$ cat src/rtl/gate_pkg.sv
// -----------------------------------------------------------------------------
// gate_pkg
// Shared definitions for the level-crossing gate actuator: state encodings,
// default timing constants, the registered output bundle and the
// state-to-output decode used by the top level.
// -----------------------------------------------------------------------------
package gate_pkg;

  // State encodings are exported on the debug port, so keep them stable.
  typedef enum logic [2:0] {
    ST_INIT     = 3'd0,
    ST_OPEN     = 3'd1,
    ST_WARN     = 3'd2,
    ST_LOWERING = 3'd3,
    ST_CLOSED   = 3'd4,
    ST_RAISING  = 3'd5,
    ST_BRAKE    = 3'd6,
    ST_FAULT    = 3'd7
  } gate_state_e;

  localparam int unsigned WARN_CYCLES_DEF  = 8;
  localparam int unsigned MOVE_TIMEOUT_DEF = 32;
  localparam int unsigned BRAKE_CYCLES_DEF = 2;
  localparam int unsigned INIT_CYCLES      = 3;
  localparam int unsigned TIMER_W          = 16;

  typedef struct packed {
    logic motor_up;
    logic motor_down;
    logic lamp;
    logic bell;
    logic gate_closed;
    logic gate_is_open;
    logic fault;
  } gate_out_t;

  // Moore decode: every output is a pure function of the state. The motor
  // drives are each tied to exactly one state, so they can never be on
  // together.
  function automatic gate_out_t decode_outputs(input gate_state_e st);
    gate_out_t o;
    o = '0;
    case (st)
      ST_INIT: begin
        o = '0;
      end
      ST_OPEN: begin
        o.gate_is_open = 1'b1;
      end
      ST_WARN: begin
        o.lamp = 1'b1;
        o.bell = 1'b1;
      end
      ST_LOWERING: begin
        o.motor_down = 1'b1;
        o.lamp       = 1'b1;
        o.bell       = 1'b1;
      end
      ST_CLOSED: begin
        o.lamp        = 1'b1;
        o.gate_closed = 1'b1;
      end
      ST_RAISING: begin
        o.motor_up = 1'b1;
        o.lamp     = 1'b1;
      end
      ST_BRAKE: begin
        o.lamp = 1'b1;
      end
      ST_FAULT: begin
        o.lamp  = 1'b1;
        o.bell  = 1'b1;
        o.fault = 1'b1;
      end
      default: begin
        o = '0;
      end
    endcase
    return o;
  endfunction

endpackage

$ cat src/rtl/sync2.sv
// -----------------------------------------------------------------------------
// sync2
// Two-flop synchronizer for an asynchronous level input.
// Ports:
//   clk   - destination clock
//   rst_n - asynchronous active-low reset (clears both stages)
//   d     - asynchronous input
//   q     - synchronized output, two clock cycles of latency
// -----------------------------------------------------------------------------
module sync2 (
  input  logic clk,
  input  logic rst_n,
  input  logic d,
  output logic q
);

  logic meta_q;
  logic sync_q;

  // Two back-to-back stages; meta_q may go metastable and is never used elsewhere.
  always_ff @(posedge clk or negedge rst_n) begin
    if (!rst_n) begin
      meta_q <= 1'b0;
      sync_q <= 1'b0;
    end else begin
      meta_q <= d;
      sync_q <= meta_q;
    end
  end

  assign q = sync_q;

endmodule

$ cat src/rtl/gate_actuator.sv
// -----------------------------------------------------------------------------
// gate_actuator
// Level-crossing barrier controller: warns road traffic, drives the barrier
// motor up/down, inserts a motor-off dead time on direction reversal and
// latches a fault on move timeout or contradictory limit switches.
// Ports:
//   Clk          - single clock, rising edge
//   Reset_n      - asynchronous active-low reset
//   gate_open    - controller request, 1 = open, 0 = close (synchronous)
//   lim_up       - upper limit switch (asynchronous), 1 = fully raised
//   lim_down     - lower limit switch (asynchronous), 1 = fully lowered
//   fault_clr    - single-cycle fault acknowledge
//   motor_up     - raise drive
//   motor_down   - lower drive
//   lamp, bell   - road warning outputs
//   gate_closed  - status, 1 only in CLOSED
//   gate_is_open - status, 1 only in OPEN
//   fault        - 1 only in FAULT
//   state        - current state encoding for debug
// -----------------------------------------------------------------------------
module gate_actuator
  import gate_pkg::*;
#(
  parameter int unsigned WARN_CYCLES  = WARN_CYCLES_DEF,
  parameter int unsigned MOVE_TIMEOUT = MOVE_TIMEOUT_DEF,
  parameter int unsigned BRAKE_CYCLES = BRAKE_CYCLES_DEF
) (
  input  logic       Clk,
  input  logic       Reset_n,
  input  logic       gate_open,
  input  logic       lim_up,
  input  logic       lim_down,
  input  logic       fault_clr,
  output logic       motor_up,
  output logic       motor_down,
  output logic       lamp,
  output logic       bell,
  output logic       gate_closed,
  output logic       gate_is_open,
  output logic       fault,
  output logic [2:0] state
);

  // The timer holds the number of cycles already spent in the current state,
  // so a state that must last N cycles is left once the timer reaches N-1.
  localparam logic [TIMER_W-1:0] INIT_LAST  = TIMER_W'(INIT_CYCLES - 1);
  localparam logic [TIMER_W-1:0] WARN_LAST  = TIMER_W'(WARN_CYCLES - 1);
  localparam logic [TIMER_W-1:0] MOVE_LAST  = TIMER_W'(MOVE_TIMEOUT - 1);
  localparam logic [TIMER_W-1:0] BRAKE_LAST = TIMER_W'(BRAKE_CYCLES - 1);

  logic               lim_up_s;
  logic               lim_down_s;
  logic               both_lim_s;
  gate_state_e        state_q;
  gate_state_e        state_d;
  logic [TIMER_W-1:0] timer_q;
  logic [TIMER_W-1:0] timer_d;
  gate_out_t          out_q;
  gate_out_t          out_d;

  sync2 u_sync_up (
    .clk   (Clk),
    .rst_n (Reset_n),
    .d     (lim_up),
    .q     (lim_up_s)
  );

  sync2 u_sync_down (
    .clk   (Clk),
    .rst_n (Reset_n),
    .d     (lim_down),
    .q     (lim_down_s)
  );

  assign both_lim_s = lim_up_s & lim_down_s;

  // Next-state logic; contradictory limits override every other transition.
  always_comb begin
    state_d = state_q;
    if ((state_q != ST_INIT) && both_lim_s) begin
      state_d = ST_FAULT;
    end else begin
      case (state_q)
        ST_INIT: begin
          if (timer_q >= INIT_LAST) begin
            if (lim_down_s) begin
              state_d = ST_CLOSED;
            end else if (lim_up_s) begin
              state_d = ST_OPEN;
            end else if (gate_open) begin
              state_d = ST_RAISING;
            end else begin
              state_d = ST_WARN;
            end
          end else begin
            state_d = ST_INIT;
          end
        end
        ST_OPEN: begin
          if (!gate_open) begin
            state_d = ST_WARN;
          end else begin
            state_d = ST_OPEN;
          end
        end
        ST_WARN: begin
          if (gate_open) begin
            state_d = ST_OPEN;
          end else if (timer_q >= WARN_LAST) begin
            state_d = ST_LOWERING;
          end else begin
            state_d = ST_WARN;
          end
        end
        ST_LOWERING: begin
          if (lim_down_s) begin
            state_d = ST_CLOSED;
          end else if (gate_open) begin
            state_d = ST_BRAKE;
          end else if (timer_q >= MOVE_LAST) begin
            state_d = ST_FAULT;
          end else begin
            state_d = ST_LOWERING;
          end
        end
        ST_CLOSED: begin
          if (gate_open) begin
            state_d = ST_RAISING;
          end else begin
            state_d = ST_CLOSED;
          end
        end
        ST_RAISING: begin
          if (lim_up_s) begin
            state_d = ST_OPEN;
          end else if (!gate_open) begin
            state_d = ST_BRAKE;
          end else if (timer_q >= MOVE_LAST) begin
            state_d = ST_FAULT;
          end else begin
            state_d = ST_RAISING;
          end
        end
        ST_BRAKE: begin
          // Direction is taken from the request as it stands at exit, so a
          // request that flips back during the dead time is honoured.
          if (timer_q >= BRAKE_LAST) begin
            if (gate_open) begin
              state_d = ST_RAISING;
            end else begin
              state_d = ST_LOWERING;
            end
          end else begin
            state_d = ST_BRAKE;
          end
        end
        ST_FAULT: begin
          if (fault_clr) begin
            if (gate_open) begin
              state_d = ST_RAISING;
            end else begin
              state_d = ST_LOWERING;
            end
          end else begin
            state_d = ST_FAULT;
          end
        end
        default: begin
          state_d = ST_FAULT;
        end
      endcase
    end
  end

  // Cycle timer: cleared on any state change, otherwise counts and saturates.
  always_comb begin
    timer_d = timer_q;
    if (state_d != state_q) begin
      timer_d = '0;
    end else if (timer_q == {TIMER_W{1'b1}}) begin
      timer_d = timer_q;
    end else begin
      timer_d = timer_q + TIMER_W'(1);
    end
  end

  // Outputs are decoded from the next state so the registered copy lines up
  // with state_q in the same cycle.
  always_comb begin
    out_d = decode_outputs(state_d);
  end

  // State, timer and output registers.
  always_ff @(posedge Clk or negedge Reset_n) begin
    if (!Reset_n) begin
      state_q <= ST_INIT;
      timer_q <= '0;
      out_q   <= '0;
    end else begin
      state_q <= state_d;
      timer_q <= timer_d;
      out_q   <= out_d;
    end
  end

  assign motor_up     = out_q.motor_up;
  assign motor_down   = out_q.motor_down;
  assign lamp         = out_q.lamp;
  assign bell         = out_q.bell;
  assign gate_closed  = out_q.gate_closed;
  assign gate_is_open = out_q.gate_is_open;
  assign fault        = out_q.fault;
  assign state        = state_q;

endmodule

$ cat config.mk
export PLATFORM = sky130hd
export DESIGN_NAME = gate_actuator
export DESIGN_NICKNAME = d
export VERILOG_FILES = /design/src/rtl/gate_pkg.sv /design/src/rtl/sync2.sv /design/src/rtl/gate_actuator.sv
export SDC_FILE = /design/constraint.sdc
export NUM_CORES = 1
export LEC_CHECK = 0
export ABC_AREA = 1
export CORE_ASPECT_RATIO = 0.7
export CORE_MARGIN = 2
export CORE_UTILIZATION = 59
export CTS_BUF_LIST = sky130_fd_sc_hd__clkbuf_4 sky130_fd_sc_hd__clkbuf_8
export CTS_CLUSTER_SIZE = 8
export DETAILED_ROUTE_END_ITERATION = 8
export GPL_TIMING_DRIVEN = 0
export HOLD_SLACK_MARGIN = 0.15
export MAX_ROUTING_LAYER = met4
export PLACE_DENSITY_LB_ADDON = 0.12
export SYNTH_ARGS = -nofsm -noshare
export SYNTH_HDL_FRONTEND = slang
export SYNTH_HIERARCHICAL = 1
export SYNTH_SLANG_ARGS = --single-unit
$ cat constraint.sdc
create_clock -name Clk -period 1.97 [get_ports Clk]
set_input_delay 0.4925 -clock Clk [delete_from_list [all_inputs] [get_ports Clk]]
set_output_delay 0.4925 -clock Clk [all_outputs]
set_load 0.005 [all_outputs]
**Word level (Yosys, flattened, before mapping)**

Cells that the tools add are included.

- Bits in registers: 30
- Output and inout bits: 10
- Logic and storage cells: 69

- Add/subtract/negate cells: 1
- $lt $le $gt $ge: 4
- Equal/unequal tests: 17
- Multiplexer cells: 28
- Bitwise logic cells: 1
- Reductions and logical operators: 5

Operators with widths:

| kind | number |
|---|---|
| two-way mux 3 bit | 12 |
| two-way mux 16 bit | 2 |
| == test 3 bit (second input constant) | 8 |
| case mux 3 bit (8 select lines) | 1 |
| adder 16 x 1 -> 16 bit (second input constant) | 1 |
| == test 16 bit (second input constant) | 1 |
| >= comparator 16 x 1 -> 1 bit (second input constant) | 1 |
| >= comparator 16 x 2 -> 1 bit (second input constant) | 1 |
| >= comparator 16 x 3 -> 1 bit (second input constant) | 1 |
| >= comparator 16 x 5 -> 1 bit (second input constant) | 1 |
| == test 3 x 2 -> 1 bit (second input constant) | 4 |
| two-way mux 1 bit | 9 |
| two-way mux 2 bit | 4 |
| == test 3 x 1 -> 1 bit (second input constant) | 2 |
| OR reduction 6 bit | 1 |
| logical NOT 3 bit | 1 |
| inequality test 3 bit | 1 |
| nonzero test 3 bit | 1 |
| OR reduction 3 bit | 1 |
| inequality test 2 bit (second input constant) | 1 |
| AND 1 bit | 1 |
| logical AND 1 bit | 1 |

**Longest topological paths before layout**

Gate-level depths: netlist of run 1.

- Depth after elaboration: 9
- Gate-level depth with buffers: 17
- Depth with buffers taken out: 16

**Cells and area by module**

The synthesis of run 1 kept the hierarchy.

By module, submodules not included:

| module | instances | cells each | area an instance (um^2) | seq. area each (um^2) |
|---|---|---|---|---|
| gate_actuator | 1 | 233 | 1701.6 | 650.6 |
| sync2 | 2 | 2 | 50.0 | 50.0 |

**Least setup slack after synthesis of run 1**

Ideal clock, no wire load.

- Path kind: reg2reg
- Start: register timer_q[0]
- End: register timer_q[3]
- Setup time: 0.069 ns
- Data arrival time: 1.736 ns
- Data required time: 1.901 ns
- Path slack: 0.165 ns
- Cell stages (with the launch flop): 14
- Path buffers: 1
- Cell sequence: dfrtp_1 -> inv_1 -> ha_1 -> nor2_1 -> and2_1 -> nand3_2 -> nand3b_1 -> nand2_1 -> nor2_2 -> nand2_1 -> nand2_1 -> nand3_4 -> buf_6 -> nor2_2

- Longest elaborated chain between the ends: 8
- Elaborated cells on any way between the ends: 22
- Those cells by class: 1 x add/sub; 4 x order compare; 3 x eq/ne; 14 x mux

Ends and longest elaborated chain:

| item | line | RTL |
|---|---|---|
| from (decl) | gate_actuator.sv:56 | `logic [TIMER_W-1:0] timer_q;` |
| from (signal assigned) | gate_actuator.sv:201 | `timer_q <= timer_d;` |
| >= comparator 16 x 5 -> 1 bit | gate_actuator.sv:120, gate_actuator.sv:138 |  |
| two-way mux 2 bit / two-way mux 3 bit (equally long branches) | gate_actuator.sv:138, gate_actuator.sv:120 |  |
| two-way mux 2 bit / two-way mux 3 bit (equally long branches) | gate_actuator.sv:136, gate_actuator.sv:118 |  |
| two-way mux 3 bit (on tied branches) | gate_actuator.sv:134, gate_actuator.sv:116 |  |
| case mux 3 bit (8 select lines) | gate_actuator.sv:83 | `case (state_q)` |
| two-way mux 3 bit | gate_actuator.sv:80 | `if ((state_q != ST_INIT) && both_lim_s) begin` |
| inequality test 3 bit | gate_actuator.sv:178 | `if (state_d != state_q) begin` |
| inequality test 2 bit (no line) / two-way mux 16 bit (equally long branches) | - |  |

Parallel ways exist; a longest one is shown, timed or not. The select of a mux whose other input is x is not followed.
A chain may end at the register's enable or synchronous reset.

**Worst setup path in the final report of run 1**

- Start: register timer_q[0]
- End: register timer_q[4]

Same word-level chain as after synthesis.

==> results by group, run 1 <==
Status
  – Status: complete, but fails checks
  – Failing checks: negative setup slack

Worst setup path
  – CP Max Fanout: 5
  – CP startpoint: timer_q[0]
  – Critical path launch point type: register
  – Dominant delay contributor by cell family on the critical path: simple AND/OR/NAND/NOR gates
  – Slowest CP cell: dfrtp_2
  – CP arrival: 2.22 ns
  – CP peak stage delay: 0.45 ns
  – Critical path cell sequence: ha_4 -> nand2_2 -> nor2_4 -> nand2_1 -> nor2_1 -> nand4_1 -> inv_1 -> nor2_1 -> nand2_1 -> xor2_1 -> nor2_2
  – Worst r2r src: timer_q[0]
  – Setup crit end kind: register
  – Critical path class: register to register
  – CP bufs+invs: 1
  – Reg2reg setup slack: -0.07 ns
  – Required @ worst endpoint: 2.14 ns

Floorplanning
  – DIE AREA: 3520 µm²
  – Die X: roughly 70 µm
  – IO Count: 16
  – # rows: 16
  – Die height: 50.2 µm
  – Core Area: 2840 µm²
  – Starting Density: between 60% and 70%

Cells and area
  – Syn-to-layout area delta: 28.6%
  – Final net count: 278
  – Antenna diode count: 0
  – Fin area: 2320 µm²
  – Layout cells sized above 1: 29.0%
  – Layout Cells excl Fill: 305
  – Final core utilization: 81.5%

Pwr
  – Tot Pwr: 0.00299 W
  – Lkg Pwr: 1.08 nW
  – PwrDens: roughly 1300 nW/µm²
  – Peak supply drop: 0.00111 V

STA
  – Setup ws final: -0.0734 ns
  – Unrepaired setup endpoints after global routing: yes
  – Post-layout min period: 2.04 ns
  – Fmax: 0.489 GHz
  – Final Skew: 0.00389 ns
  – Final hold violations: 0
  – Least-Margin Pin Slew: 0.662 ns
  – Slew headroom: 55.9%
  – Slew Viols, Final: 0
  – Tcrit/Tclk final: 104%
  – # setup viols final: 6

Synth
  – Sequential share of the synthesized area: 41.7%
  – Largest cells by area after synthesis: dfrtp_1 42%, nand2_1 11%, nor2_1 7.7%
  – Area leader, netlist: dfrtp_1
  – Yosys cell types: 28
  – Adder-cell area share of the yosys netlist: 2.78%
  – Post-Synthesis Cell Area: approximately 1800 µm²
  – Number of synthesis warnings: 6
  – Syn_nets: between 200 and 250
  – Post-Synth XOR/XNOR Area: 5.35%
  – Largest family of logic cells by synthesized area: simple AND/OR/NAND/NOR gates
  – Multiplexer share of the synthesized area: 0%
  – Cells after Synth: 237
  – Share of the synthesized area in the top cell type: 41.7%
  – Synth Register Bits: 30
  – Mean Syn Cell Area: 7.60 µm²
  – Post-synthesis compound-gate area fraction: 4.51%
  – Synth Area in Simple Gates: around 37%

Drt
  – DRT antenna net count: 0
  – Pre-antenna DRT Iters: 4
  – Routed length per instance: between 10 and 15 µm
  – Vias/cell: 5.30
  – Iteration-0 DRC Markers: roughly 140
  – Final wirelength: 4280 µm
  – DRC viols: 0
  – Total number of vias: around 1600

CTS
  – Clock Latency Late Sink: 0.28 ns
  – Total CTS buffers: 5
  – CTS tree: yes
  – CTS root buffer: clkbuf_8
  – Post-CTS Hold Buffers: 0
  – Clock Tree Buf Depth: 2
  – Clock Sinks: 30
  – H-tree Lvls: 2
  – Worst-path clk slew: 0.07 ns

Placement
  – Detailed placement HPWL: 2730 µm
  – Inst Count DP: 288
  – Pre-CTS worst setup slack: -0.542 ns
  – Port buffer count: 15
  – Area after DPL: between 1500 and 2000 µm²
  – Global placement routability congestion: 0.927

Min path
  – Type of the tightest min-delay check: input port to asynchronous set/reset pin

Global routing
  – Initial antenna violation count: 0
  – GRT overflow: 0
  – Pin count of the biggest net entering global routing: 31
  – All-Layer GR Usage: around a quarter
  – Vias in the first global route: 1450
  – First-pass GRT wire length: 6710 µm

Job
  – Max_cap viols: 0
final timing paths:
path / depth (start not counted) / to
max: 11 / timer_q[4]
min: 1 / bell
max reg2reg: 11 / timer_q[4]
min reg2reg: 0 / u_sync_up/q
max in group asynchronous: 1 / timer_q[1]
min in group Clk: 0 / u_sync_up/q
flip-flops by register name, indices dropped and copies added, names as in the netlist:
register,cells
state,3
u_sync_down/meta_q,1
u_sync_up/meta_q,1
u_sync_down/q,1
gate_is_open,1
timer_q,16
lamp,1
fault,1
bell,1
motor_down,1
gate_closed,1
motor_up,1
u_sync_up/q,1
synthesized netlist by cell type:
cell type,number
a21boi_1,1
xor2_1,9
nor4_1,1
nand2_2,2
and2_1,2
nand2_1,52
o21bai_1,1
nand3_1,17
nor3_1,6
dfrtp_1,30
nor2_1,37
buf_6,2
ha_1,4
inv_1,29
inv_2,3
o21ai_0,5
nand3b_1,1
nand3_4,1
clkinv_2,1
a21oi_2,1
nor2_4,1
nand3_2,4
o21ai_1,1
a21oi_1,4
nor2_2,15
xnor2_1,2
a211oi_1,1
nand4_1,4
cells in the final DEF, fill, tap and decap left out, types with 4 or more instances in the layout:
cell type,netlist,routed
inv_2,3,7
nor3_1,6,6
xor2_1,9,9
nand3_2,4,4
nand2_1,52,42
nand2_2,2,11
nand4_1,4,4
clkdlybuf4s50_1,0,13
nor2_2,15,18
clkbuf_8,0,6
inv_1,29,25
dfrtp_1,30,28
nor2_1,37,29
o21ai_0,5,4
nor2_4,1,6
buf_4,0,7
nand3_1,17,15
area by class of cell:
class                           instances  area [µm²]
Buffer                                  2        31.3
Tap cell                               36        45.0
Clock buffer                            6        82.6
Multi-Input combinational cell        172        1030
Timing Repair Buffer                   24         241
Inverter                               33         125
Sequential cell                        30         753
Clock inverter                          2        12.5
Fill cell                             179         526
per-stage QoR:
stage	hold WS, ns	TNS [ns]
2_1_floorplan	0.197	0
3_3_place_gp	0.333	-10.74
3_5_place_dp	0.341	-12.67
4_1_cts	0.356	0
5_1_grt	0.294	-2.06
6_report	0.235	-0.181
logic make-up (layout without fill, tap and decap cells):
group	Yosys count	count (layout)
xor+xnor	11	11
fa+ha+maj	4	4
simple gates	143	143
buf+inv	35	67
flops	30	30
compound gates	14	14
layer usage:
layer	vias up	wire length [µm]	GRT usage, %
li1	803	-	-
met4	0	29	6.09
met5	-	0	-
met1	758	2010	37.6
met2	51	1920	36.2
met3	4	317	5.82
where the power goes:
group	total (W)	internal [W]	switching [W]
Clock	0.000521	0.000280	0.000241
Combinational	0.00166	0.000761	0.000901
Sequential	0.000805	0.000710	0.0000954
timing repair:
| item | in CTS | in global routing |
|---|---|---|
| pin swaps | 6 | 6 |
| endpoints found under the setup margin | 20 | 19 |
| resized for setup | 18 | 25 |
| cloned | 0 | 1 |
| setup buffers | 5 | 3 |
(Power assumes the default switching activity.)
==> inputs of run 2 (changes only) <==
ABC_AREA = 0   (was 1)
CORE_UTILIZATION = 60   (was 59)
RECOVER_POWER = 50   (was default)
==> results by group, run 2 <==
Synth
  – Top post-synthesis cells by count: 30 x dfrtp_1, 14 x nor3_1, 11 x nand2_1, 11 x xor2_1, 10 x clkbuf_1 (was 52 x nand2_1, 37 x nor2_1, 30 x dfrtp_1)
  – Number of synthesis warnings: 6 (unchanged)
  – Post-synth ARST share: 100% (unchanged)
  – Post-Synthesis Cell Area: 1880 µm² (was 1800 µm²)
  – Area leader, netlist: dfrtp_1 (unchanged)
  – Synth Register Bits: 30 (unchanged)
  – Sequential share of the synthesized area: 39.9% (was 41.7%)
  – Most frequent cell after synthesis: dfrtp_1 (was nand2_1)
  – Syn_nets: 199 (was 247)
  – Post-synth EDFFs: 0 (unchanged)
  – Largest cells by area after synthesis: dfrtp_1 40%, xor2_1 5.1%, nor3_2 4.8% (was dfrtp_1 42%, nand2_1 11%, nor2_1 7.7%)
  – Share of the synthesized area in the top cell type: 39.9% (was 41.7%)
  – Top FF cell, synth: dfrtp_1 (unchanged)
  – Cells after Synth: 189 (was 237)
  – Mean Syn Cell Area: 9.95 µm² (was 7.60 µm²)
  – Yosys cell types: 52 (was 28)

Global routing
  – Vias in the first global route: 1590 (was 1450)
  – Pin count of the biggest net entering global routing: 31 (unchanged)
  – M2 GR Usage: 43.8% (was 36.2%)
  – Initial antenna violation count: 0 (unchanged)
  – Met1 Usage GRT: 40.1% (was 37.6%)
  – First-pass GRT wire length: 7780 µm (was 6710 µm)
  – Most used routing layer: met2 (was met1)
  – Met3 global-route usage: 7.10% (was 5.82%)
  – GRT overflow: 0 (unchanged)
  – All-Layer GR Usage: 28.8% (was 25.6%)

Cells and area
  – Syn-to-layout area delta: 36.3% (was 28.6%)
  – Most flops, register: timer_q (unchanged)
  – Antenna diode count: 0 (unchanged)
  – Final net count: 234 (was 278)
  – Commonest non-fill, non-tap cell in the layout: dfrtp_1 (was nand2_1)
  – Number of flip-flops in the largest register: 16 (unchanged)
  – Most frequent cells in the layout: 25 x dfrtp_1, 13 x nor3_2, 13 x buf_4 (was 42 x nand2_1, 29 x nor2_1, 28 x dfrtp_1)
  – Layout cells sized above 1: 38.2% (was 29.0%)

STA
  – Slew Viols, Final: 31 (was 0)
  – Final hold violations: 0 (unchanged)
  – Smallest hold slack: 0.361 ns (was 0.235 ns)
  – Setup ws final: -0.413 ns (was -0.0734 ns)
  – Tcrit/Tclk final: 121% (was 104%)
  – Final Skew: 0.00502 ns (was 0.00389 ns)
  – Unrepaired setup endpoints after global routing: yes (unchanged)
  – Slew headroom: -1.96% (was 55.9%)
  – Fmax: 0.420 GHz (was 0.489 GHz)
  – Post-layout min period: 2.38 ns (was 2.04 ns)
  – Least-Margin Pin Slew: 1.53 ns (was 0.662 ns)
  – # setup viols final: 26 (was 6)

Floorplanning
  – DIE AREA: 3610 µm² (was 3520 µm²)
  – Starting Density: 65.2% (was 63.4%)
  – Core Area: 2880 µm² (was 2840 µm²)
  – # rows: 16 (unchanged)
  – Die height: 50.8 µm (was 50.2 µm)
  – IO Count: 16 (unchanged)
  – Die X: 70.9 µm (was 70.1 µm)

Worst setup path
  – CP startpoint: timer_q[1] (was timer_q[0])
  – CP peak stage delay: 0.40 ns (was 0.45 ns)
  – Reg2reg setup slack: -0.41 ns (was -0.07 ns)
  – CP Max Fanout: 10 (was 5)
  – Setup crit end kind: register (unchanged)
  – Worst setup endpoint: timer_q[2] (was timer_q[4])
  – Worst r2r dst: timer_q[2] (was timer_q[4])
  – Critical path cell sequence: inv_2 -> ha_4 -> nor4b_4 -> nand4_1 -> or3_4 -> a31o_1 -> a22o_4 -> buf_12 -> nor3_4 (was ha_4 -> nand2_2 -> nor2_4 -> nand2_1 -> nor2_1 -> nand4_1 -> inv_1 -> nor2_1 -> nand2_1 -> xor2_1 -> nor2_2)
  – CP arrival: 2.57 ns (was 2.22 ns)
  – Critical path launch point type: register (unchanged)
  – Worst r2r src: timer_q[1] (was timer_q[0])
  – Critical path class: register to register (unchanged)
  – Required @ worst endpoint: 2.16 ns (was 2.14 ns)
  – Slowest CP cell: dfrtp_1 (was dfrtp_2)
  – Worst Reg-to-Reg Cells: 9 (was 11)

Placement
  – Global placement routability congestion: 0.953 (was 0.927)
  – Port buffer count: 14 (was 15)
  – Detailed placement HPWL: 2980 µm (was 2730 µm)

CTS
  – CTS tree: yes (unchanged)
  – Clock Sinks: 30 (unchanged)
  – Worst-path clk slew: 0.06 ns (was 0.07 ns)
  – CTS root buffer: clkbuf_8 (unchanged)
  – Total CTS buffers: 5 (unchanged)
  – Clock Latency Late Sink: 0.27 ns (was 0.28 ns)
  – H-tree Lvls: 2 (unchanged)
  – Clock Tree Buf Depth: 2 (unchanged)

Drt
  – DRC viols: 0 (unchanged)
  – Final wirelength: 5630 µm (was 4280 µm)
  – Total number of vias: 1752 (was 1616)
  – DRT antenna net count: 0 (unchanged)
  – Iteration-0 DRC Markers: 249 (was 137)
  – Vias/cell: 6.71 (was 5.30)
  – Routed length per instance: 21.6 µm (was 14.0 µm)
  – Pre-antenna DRT Iters: 5 (was 4)

Status
  – Status: complete, but fails checks (unchanged)
  – Failing checks: max-capacitance violations, max-slew violations, negative setup slack (was negative setup slack)

Pwr
  – Peak supply drop: 0.00158 V (was 0.00111 V)
  – Lkg Pwr: 1.03 nW (was 1.08 nW)
  – Tot Pwr: 0.00355 W (was 0.00299 W)
  – PwrDens: 1380 nW/µm² (was 1290 nW/µm²)

Job
  – Max_cap viols: 1 (was 0)

Min path
  – Type of the tightest min-delay check: register to register (was input port to asynchronous set/reset pin)
-- run 2: changes by cell type in the layout (fill, tap and decap cells not counted), moves of 6 or more --
cell,before,now
nand2_2,11,0
nor2_4,6,0
nand3_1,15,3
nor2_2,18,0
nor2_1,29,8
nand2_1,42,11
o211ai_1,0,6
nor3_2,0,13
buf_4,7,13
inv_1,25,5
-- run 2: layout make-up --
class / instances / area (µm²)
buffer: 11 / 81.3
sequential: 30 / 757
multi-input combinational: 137 / 1230
inverter: 8 / 30.0
clock buffer: 6 / 82.6
clock inverter: 2 / 60.1
timing repair buffer: 31 / 277
fill: 130 / 319
tap: 36 / 45.0
-- run 2: how the worst min path moves through the flow --
stage               endpoint  slack (ns)          startpoint  cells after the start
2_1_floorplan           bell        0.20             Reset_n                      0
3_3_place_gp     u_sync_up/q        0.33    u_sync_up/meta_q                      0
3_5_place_dp   u_sync_down/q        0.34  u_sync_down/meta_q                      0
4_1_cts        u_sync_down/q        0.36  u_sync_down/meta_q                      0
5_1_grt        u_sync_down/q        0.38  u_sync_down/meta_q                      0
6_report       u_sync_down/q        0.36  u_sync_down/meta_q                      0
-- run 2: cells by family after synthesis --
logic type | count (synthesis) | synth area share, %
AOI/OAI and AO/OA | 41 | 17.2
muxes | 2 | 1.13
DFF | 30 | 39.9
adders and majority gates | 4 | 2.66
buffers and inverters | 22 | 5.79
and+or+nand+nor | 77 | 27.2
xor gates and xnor gates | 13 | 6.05
-- run 2: report_power, final --
group	switching, W	total, W	internal (W)	leakage [nW]
logic	0.00109	0.00196	0.000878	0.575
clock network	0.000223	0.000762	0.000539	0.0714
registers	0.0000944	0.000818	0.000724	0.382
-- run 2: stage by stage --
step | setup TNS (ns) | std cells | area [µm²] | utilization (%) | setup WS [ns]
detailed placement | -11.79 | 239 | 2100 | 72.8 | -0.472
finish | -7.41 | 261 | 2560 | 88.9 | -0.413
global placement | -7.55 | 239 | 2100 | 72.8 | -0.360
global route | -10.05 | 261 | 2560 | 88.9 | -0.526
floorplan | -2.26 | 189 | 1910 | - | -0.160
CTS | -4.66 | 251 | 2370 | 82.3 | -0.308
-- run 2: worst max-delay path, delay by kind of cell (launching register included) --
kind                       cells  cell delay (ns)
DFF                            1             0.40
adders and majority gates      1             0.17
buffers and inverters          2             0.26
and+or+nand+nor                4             0.94
AOI/OAI and AO/OA              2             0.52
-- run 2: layer usage --
layer	vias to the layer above	share of wire [%]
li1	783	-
met1	838	41
met2	111	49
met3	20	8.4
met4	0	2.0
met5	-	0
-- run 2: repair_timing --
action,in CTS,in global routing
pin swaps,8,14
gates resized for setup,22,28
hold buffers,0,0
setup endpoints to repair,26,26
setup buffers,6,11
